==> src/rtl/uart_pkg.sv <==
// Shared UART definitions: bit-timing derivation and the RX/TX state encodings.
package uart_pkg;

    localparam int unsigned DefaultClkFreq = 50_000_000;
    localparam int unsigned DefaultBaud    = 4800;

    // One bit time in clock cycles, truncated.
    function automatic int unsigned clks_per_bit(input int unsigned clk_freq,
                                                 input int unsigned baud);
        return clk_freq / baud;
    endfunction

    function automatic int unsigned half_bit(input int unsigned clk_freq,
                                             input int unsigned baud);
        return clks_per_bit(clk_freq, baud) / 2;
    endfunction

    typedef enum logic [1:0] {
        RxIdle,
        RxStart,
        RxData,
        RxStop
    } rx_state_e;

    typedef enum logic [1:0] {
        TxIdle,
        TxStart,
        TxData,
        TxStop
    } tx_state_e;

endpackage

==> src/rtl/uart_tx.sv <==
// 8N1 serialiser: loads a byte on start_i while idle and shifts it out LSB first on txd_o.
module uart_tx
    import uart_pkg::*;
#(
    parameter int unsigned CLKS_PER_BIT = 10416
) (
    input  logic       clk_i,
    input  logic       rst_i,
    input  logic [7:0] data_i,
    input  logic       start_i,
    output logic       busy_o,
    output logic       txd_o
);

    localparam int unsigned CntW = (CLKS_PER_BIT > 1) ? $clog2(CLKS_PER_BIT) : 1;
    localparam logic [CntW-1:0] BitLast = CntW'(CLKS_PER_BIT - 1);

    tx_state_e       state_q, state_d;
    logic [CntW-1:0] cnt_q, cnt_d;
    logic [2:0]      bit_q, bit_d;
    logic [7:0]      shift_q, shift_d;
    logic            txd_q, txd_d;
    logic            bit_end;

    assign bit_end = (cnt_q == BitLast);
    assign busy_o  = (state_q != TxIdle);
    assign txd_o   = txd_q;

    always_comb begin
        state_d = state_q;
        cnt_d   = cnt_q;
        bit_d   = bit_q;
        shift_d = shift_q;
        txd_d   = txd_q;
        unique case (state_q)
            TxIdle: begin
                txd_d = 1'b1;
                if (start_i) begin
                    shift_d = data_i;
                    txd_d   = 1'b0;
                    cnt_d   = '0;
                    state_d = TxStart;
                end
            end
            TxStart: begin
                if (bit_end) begin
                    cnt_d   = '0;
                    bit_d   = '0;
                    txd_d   = shift_q[0];
                    state_d = TxData;
                end else begin
                    cnt_d = cnt_q + 1'b1;
                end
            end
            TxData: begin
                if (bit_end) begin
                    cnt_d = '0;
                    if (bit_q == 3'd7) begin
                        txd_d   = 1'b1;
                        state_d = TxStop;
                    end else begin
                        shift_d = shift_q >> 1;
                        txd_d   = shift_q[1];
                        bit_d   = bit_q + 3'd1;
                    end
                end else begin
                    cnt_d = cnt_q + 1'b1;
                end
            end
            TxStop: begin
                if (bit_end) begin
                    cnt_d   = '0;
                    state_d = TxIdle;
                end else begin
                    cnt_d = cnt_q + 1'b1;
                end
            end
            default: state_d = TxIdle;
        endcase
    end

    always_ff @(posedge clk_i) begin
        if (rst_i) begin
            state_q <= TxIdle;
            cnt_q   <= '0;
            bit_q   <= '0;
            shift_q <= '0;
            txd_q   <= 1'b1;
        end else begin
            state_q <= state_d;
            cnt_q   <= cnt_d;
            bit_q   <= bit_d;
            shift_q <= shift_d;
            txd_q   <= txd_d;
        end
    end

endmodule

==> src/rtl/uart_echo_controller.sv <==
// UART receiver with last-byte display, switch-gated echo through uart_tx, and a baud-rate
// square wave for monitoring.
module uart_echo_controller
    import uart_pkg::*;
#(
    parameter int unsigned CLK_FREQ = DefaultClkFreq,
    parameter int unsigned BAUD     = DefaultBaud
) (
    input  logic       clk,
    input  logic       rst,
    input  logic       SW,
    input  logic       rxd,
    output logic       txd,
    output logic [7:0] word_1,
    output logic       freq_clk
);

    localparam int unsigned CLKS_PER_BIT = clks_per_bit(CLK_FREQ, BAUD);
    localparam int unsigned HALF_BIT     = half_bit(CLK_FREQ, BAUD);
    localparam int unsigned CntW  = (CLKS_PER_BIT > 1) ? $clog2(CLKS_PER_BIT) : 1;
    localparam int unsigned HalfW = (HALF_BIT > 1) ? $clog2(HALF_BIT) : 1;
    localparam logic [CntW-1:0]  BitLast  = CntW'(CLKS_PER_BIT - 1);
    localparam logic [CntW-1:0]  HalfLast = CntW'(HALF_BIT - 1);
    localparam logic [HalfW-1:0] FreqLast = HalfW'(HALF_BIT - 1);

    logic             rxd_meta_q, rxd_s_q, rxd_prev_q;
    logic             sw_meta_q, sw_s_q;
    logic [HalfW-1:0] freq_cnt_q, freq_cnt_d;
    logic             freq_clk_q, freq_clk_d;

    rx_state_e        rx_state_q, rx_state_d;
    logic [CntW-1:0]  rx_cnt_q, rx_cnt_d;
    logic [2:0]       rx_bit_q, rx_bit_d;
    logic [7:0]       rx_shift_q, rx_shift_d;
    logic [7:0]       word_1_q, word_1_d;
    logic             rx_done_q, rx_done_d;

    logic             tx_start_q, tx_start_d;
    logic [7:0]       tx_data_q, tx_data_d;
    logic             pend_q, pend_d;
    logic [7:0]       pend_data_q, pend_data_d;
    logic             tx_busy, tx_free, echo_new;

    assign word_1   = word_1_q;
    assign freq_clk = freq_clk_q;

    always_comb begin
        freq_cnt_d = freq_cnt_q + 1'b1;
        freq_clk_d = freq_clk_q;
        if (freq_cnt_q == FreqLast) begin
            freq_cnt_d = '0;
            freq_clk_d = ~freq_clk_q;
        end
    end

    // Each bit is sampled near its centre: HALF_BIT into the start bit, then every bit time.
    always_comb begin
        rx_state_d = rx_state_q;
        rx_cnt_d   = rx_cnt_q;
        rx_bit_d   = rx_bit_q;
        rx_shift_d = rx_shift_q;
        word_1_d   = word_1_q;
        rx_done_d  = 1'b0;
        unique case (rx_state_q)
            RxIdle: begin
                rx_cnt_d = '0;
                if (rxd_prev_q && !rxd_s_q) begin
                    rx_state_d = RxStart;
                end
            end
            RxStart: begin
                if (rx_cnt_q == HalfLast) begin
                    rx_cnt_d = '0;
                    rx_bit_d = '0;
                    rx_state_d = rxd_s_q ? RxIdle : RxData;
                end else begin
                    rx_cnt_d = rx_cnt_q + 1'b1;
                end
            end
            RxData: begin
                if (rx_cnt_q == BitLast) begin
                    rx_cnt_d   = '0;
                    rx_shift_d = {rxd_s_q, rx_shift_q[7:1]};
                    if (rx_bit_q == 3'd7) begin
                        rx_state_d = RxStop;
                    end else begin
                        rx_bit_d = rx_bit_q + 3'd1;
                    end
                end else begin
                    rx_cnt_d = rx_cnt_q + 1'b1;
                end
            end
            RxStop: begin
                if (rx_cnt_q == BitLast) begin
                    rx_cnt_d   = '0;
                    rx_state_d = RxIdle;
                    if (rxd_s_q) begin
                        word_1_d  = rx_shift_q;
                        rx_done_d = 1'b1;
                    end
                end else begin
                    rx_cnt_d = rx_cnt_q + 1'b1;
                end
            end
            default: rx_state_d = RxIdle;
        endcase
    end

    // tx_start_q counts as busy: uart_tx only raises busy_o the cycle after it loads.
    assign tx_free  = !tx_busy && !tx_start_q;
    assign echo_new = rx_done_q && sw_s_q;

    always_comb begin
        tx_start_d  = 1'b0;
        tx_data_d   = tx_data_q;
        pend_d      = pend_q;
        pend_data_d = pend_data_q;
        if (tx_free && pend_q) begin
            tx_start_d = 1'b1;
            tx_data_d  = pend_data_q;
            pend_d     = 1'b0;
        end else if (tx_free && echo_new) begin
            tx_start_d = 1'b1;
            tx_data_d  = word_1_q;
        end
        if (echo_new && !(tx_free && !pend_q)) begin
            pend_d      = 1'b1;
            pend_data_d = word_1_q;
        end
    end

    always_ff @(posedge clk) begin
        if (rst) begin
            rxd_meta_q  <= 1'b1;
            rxd_s_q     <= 1'b1;
            rxd_prev_q  <= 1'b1;
            sw_meta_q   <= 1'b0;
            sw_s_q      <= 1'b0;
            freq_cnt_q  <= '0;
            freq_clk_q  <= 1'b0;
            rx_state_q  <= RxIdle;
            rx_cnt_q    <= '0;
            rx_bit_q    <= '0;
            rx_shift_q  <= '0;
            word_1_q    <= 8'h00;
            rx_done_q   <= 1'b0;
            tx_start_q  <= 1'b0;
            tx_data_q   <= '0;
            pend_q      <= 1'b0;
            pend_data_q <= '0;
        end else begin
            rxd_meta_q  <= rxd;
            rxd_s_q     <= rxd_meta_q;
            rxd_prev_q  <= rxd_s_q;
            sw_meta_q   <= SW;
            sw_s_q      <= sw_meta_q;
            freq_cnt_q  <= freq_cnt_d;
            freq_clk_q  <= freq_clk_d;
            rx_state_q  <= rx_state_d;
            rx_cnt_q    <= rx_cnt_d;
            rx_bit_q    <= rx_bit_d;
            rx_shift_q  <= rx_shift_d;
            word_1_q    <= word_1_d;
            rx_done_q   <= rx_done_d;
            tx_start_q  <= tx_start_d;
            tx_data_q   <= tx_data_d;
            pend_q      <= pend_d;
            pend_data_q <= pend_data_d;
        end
    end

    uart_tx #(
        .CLKS_PER_BIT(CLKS_PER_BIT)
    ) u_uart_tx (
        .clk_i  (clk),
        .rst_i  (rst),
        .data_i (tx_data_q),
        .start_i(tx_start_q),
        .busy_o (tx_busy),
        .txd_o  (txd)
    );

endmodule

==> config.mk <==
export PLATFORM = sky130hd
export DESIGN_NAME = uart_echo_controller
export DESIGN_NICKNAME = d
export VERILOG_FILES = /design/src/rtl/uart_pkg.sv /design/src/rtl/uart_tx.sv /design/src/rtl/uart_echo_controller.sv
export SDC_FILE = /design/constraint.sdc
export NUM_CORES = 1
export LEC_CHECK = 0
export ABC_AREA = 1
export BUFFER_PORTS_ARGS = -buffer_cell sky130_fd_sc_hd__buf_2
export CAP_MARGIN = 5
export CELL_PAD_IN_SITES_DETAIL_PLACEMENT = 1
export CELL_PAD_IN_SITES_GLOBAL_PLACEMENT = 1
export CORE_MARGIN = 3
export CORE_UTILIZATION = 37
export DETAILED_ROUTE_END_ITERATION = 10
export PLACE_DENSITY_LB_ADDON = 0.1
export SLEW_MARGIN = 10
export SYNTH_ARGS = -nofsm -noshare
export SYNTH_HDL_FRONTEND = slang
export SYNTH_HIERARCHICAL = 1
export SYNTH_SLANG_ARGS = --single-unit
==> constraint.sdc <==
create_clock -name clk -period 1.9 [get_ports clk]
set_input_delay 0 -clock clk [delete_from_list [all_inputs] [get_ports clk]]
set_output_delay 0 -clock clk [all_outputs]
set_load 0.01 [all_outputs]
==> results.cfg <==
[floorplan]
die_w_um = 120.9
dieHeight_um = 120.9
dieArea_mm2 = 0.01461
core_mm2 = 0.01277
start_util_pct = 38.23
io_pins = 14
row_count = 41

[synth]
yosys.area.top_type = dfxtp_1
synth_top_family_by_area = simple AND/OR/NAND/NOR gates
syn_area_per_cell_um2 = 7.278
synth-compound-area-share_pct = 10.25
synth_nets = 688
post-synth-top-area-fraction_pct = 41.40
synthMuxAreaShare_pct = 1.435
ys_ff_latch = 101
synth_simple_gate_area_share_pct = 31.26
netlist_area_mm2 = 0.004883
synth_warnings = 6
ys_seq_area_share_pct = 41.40
synthCells = 671
ys_types = 39
synth.top_cells.by_area = dfxtp_1 41%, nand2_1 9.2%, nor2_1 8.3%
synth_xor_area_share_pct = 3.408
synth_fa_ha_area_share_pct = 3.331

[clock_network]
cts_buffer_depth = 2
cts_root_buf = clkbuf_16
cts_max_level = 3
clock-sinks = 101
cts_setup_buffers = 0
numCtsBuffers = 9
clock_latency_ps = 350
cts_tree = done
clk_pin_slew_worst_paths_ps = 70

[cells_and_area]
fin_area_mm2 = 0.005529
layout-drive-gt1-share_pct = 12.86
area_delta_synth_final_pct = 13.22
nets = 712
fillCellCount = 1620
n_antenna_cell = 0

[worst_setup_path]
cp_max_fo = 9
worstPathRequired_ps = 2150
end_kind = register
startpoint_type = register
path_cells = inv_1 > ha_2 > inv_1 > nor2_4 > clkinvlp_4 > nand3_1 > nor2_1 > xnor2_1 > nor2_2
critical-path-top-delay-family = simple AND/OR/NAND/NOR gates
cpPeakStageDelay_ps = 350
cp_slowest_cell = dfxtp_1
critPathBufInv = 3
cp_common_cell = inv_1
path_class = reg -> reg
cp.arrival_ps = 2010

[timing]
fmax_mhz = 568.6
clock_skew_ps = 8.184
rsz0062_at_grt = false
tightest_slew_ps = 449.5
relSlewSlack_pct = 69.80
period_share_pct = 92.57
fin_ws_ps = 141.2
slew_viol_final = 0
finalHoldViolCount = 0
hold_ws_ps = 368.3
layout_min_cycle_time_ps = 1759
setup_tns_ps = 0
setup_viol = 0

[detailed_routing]
vias = 4200
post-route-drc-count = 0
antenna_left = 0
wl_mm = 11.18
wl_per_cell_um = 12.82
vias_per_cell = 4.817
drtIter0Drc = 145
route.met2.wl_mm = 5.577
highest_layer = met4
met3WireLength_um = 224
drt-pass1-iter-count = 4
wl_met1_mm = 5.253

[grt]
grt_pass1_wl_mm = 20.07
antenna_found_initial = 0
grt_use_total_pct = 16.75
gr-total-overflow = 0
grt_max_degree = 25
grt_pass1_vias = 4390

[min_path]
hp-class = in -> reg

[pwr]
finalPower_mw = 5.749
power_density_mw_per_mm2 = 1040
peakVddDrop_mv = 0.5791
leakagePower_nw = 2.229

[placement]
dpl_worst_slack_ps = 81.24
place.port_buffers = 13
placed_area_mm2 = 0.005166
globalplace.congestion = 0.8049
place_hpwl_mm = 8.420

[run]
cap_violations = 0

[outcome]
outcome = finished, final reports clean
==> registers in the layout, summed over array words and instances, names as in the netlist, 2 cells and up, named ones only <==
| signal | flops |
|---|---|
| rx_cnt_q | 14 |
| u_uart_tx/cnt_q | 14 |
| freq_cnt_q | 13 |
| pend_data_q | 8 |
| rx_shift_q | 8 |
| tx_data_q | 8 |
| u_uart_tx/shift_q | 8 |
| word_1 | 8 |
| rx_bit_q | 3 |
| u_uart_tx/bit_q | 3 |
| u_uart_tx/state_q | 2 |
==> power by group <==
part / leakage, nW / switching (mW) / internal, mW
clock network: 0.153 / 0.878 / 1.08
logic: 1.26 / 0.929 / 0.523
registers: 0.817 / 0.0926 / 2.24
total: 2.23 / 1.90 / 3.85
==> stage by stage <==
stage               util (%)  cells
global placement       40.44    853
global route           43.29    872
finish                 43.29    872
floorplan                  -    671
detailed placement     40.44    853
CTS                    43.16    872
==> cell type report <==
class                   count  area, um^2  area share [%]
inverters                  84       324.1           5.861
well taps                 172       215.2           3.892
flip-flops and latches    101        2022           36.57
clock inverters             6       77.57           1.403
repair buffers             30       212.7           3.847
multi-input cells         469        2439           44.11
clock buffers              10       239.0           4.322
==> cell usage after synthesis, drive strengths merged <==
library cell,instances
dfxtp,101
a31oi,1
xnor2,6
mux2i,7
clkinv,3
inv,81
nand2,125
o21ai,52
xor2,13
clkbuf,2
nand3b,2
buf,15
ha,13
nand4,10
or2,4
nor2,125
nor4,6
o21bai,3
nor3,25
a21oi,34
nand3,43
==> worst min-delay path: stages <==
cell	delay [ps]
dlygate4sd3_1	520
buf_2	90
or2_2	90
==> timing repair <==
| item | in CTS | in global routing |
|---|---|---|
| gates resized for setup | 0 | 10 |
| hold buffers | 3 | 0 |
| hold endpoints to repair | 4 | 0 |
| setup endpoints to repair | 0 | 11 |
==> placed cells by master, fill, tap and decap left out, types with 12 or more instances in the layout <==
cell type / n
nand2_1: 120
nor2_1: 106
dfxtp_1: 101
inv_1: 77
nand3_1: 42
o21ai_0: 39
a21oi_1: 29
nor3_1: 22
nor2_2: 15
xor2_1: 13
buf_2: 13
buf_4: 13
ha_1: 12
==> kinds of logic after synthesis <==
| group | after synthesis |
|---|---|
| simple gates | 340 |
| fa+ha+maj | 13 |
| compound gates | 90 |
| mux | 7 |
| flops | 101 |
| xor+xnor | 19 |
| buf+inv | 101 |
==> worst paths after layout <==
| path | start | endpoint | slack [ps] | depth (start not counted) |
|---|---|---|---|---|
| hold reg to reg | sw_meta_q | sw_s_q | 410 | 2 |
| setup / recovery | u_uart_tx/state_q[0] | u_uart_tx/cnt_q[6] | 140 | 9 |
| setup reg to reg | u_uart_tx/state_q[0] | u_uart_tx/cnt_q[6] | 140 | 9 |
| hold / removal | rxd | rxd_meta_q | 370 | 3 |
==> metal layers <==
layer / up-vias / GRT usage (%)
met2: 14 / 29.70
met4: 0 / 4.178
li1: 2200 / -
met3: 12 / 4.476
met1: 1974 / 20.06
met5: - / 0
No activity file was read; power rests on OpenSTA's default activity.
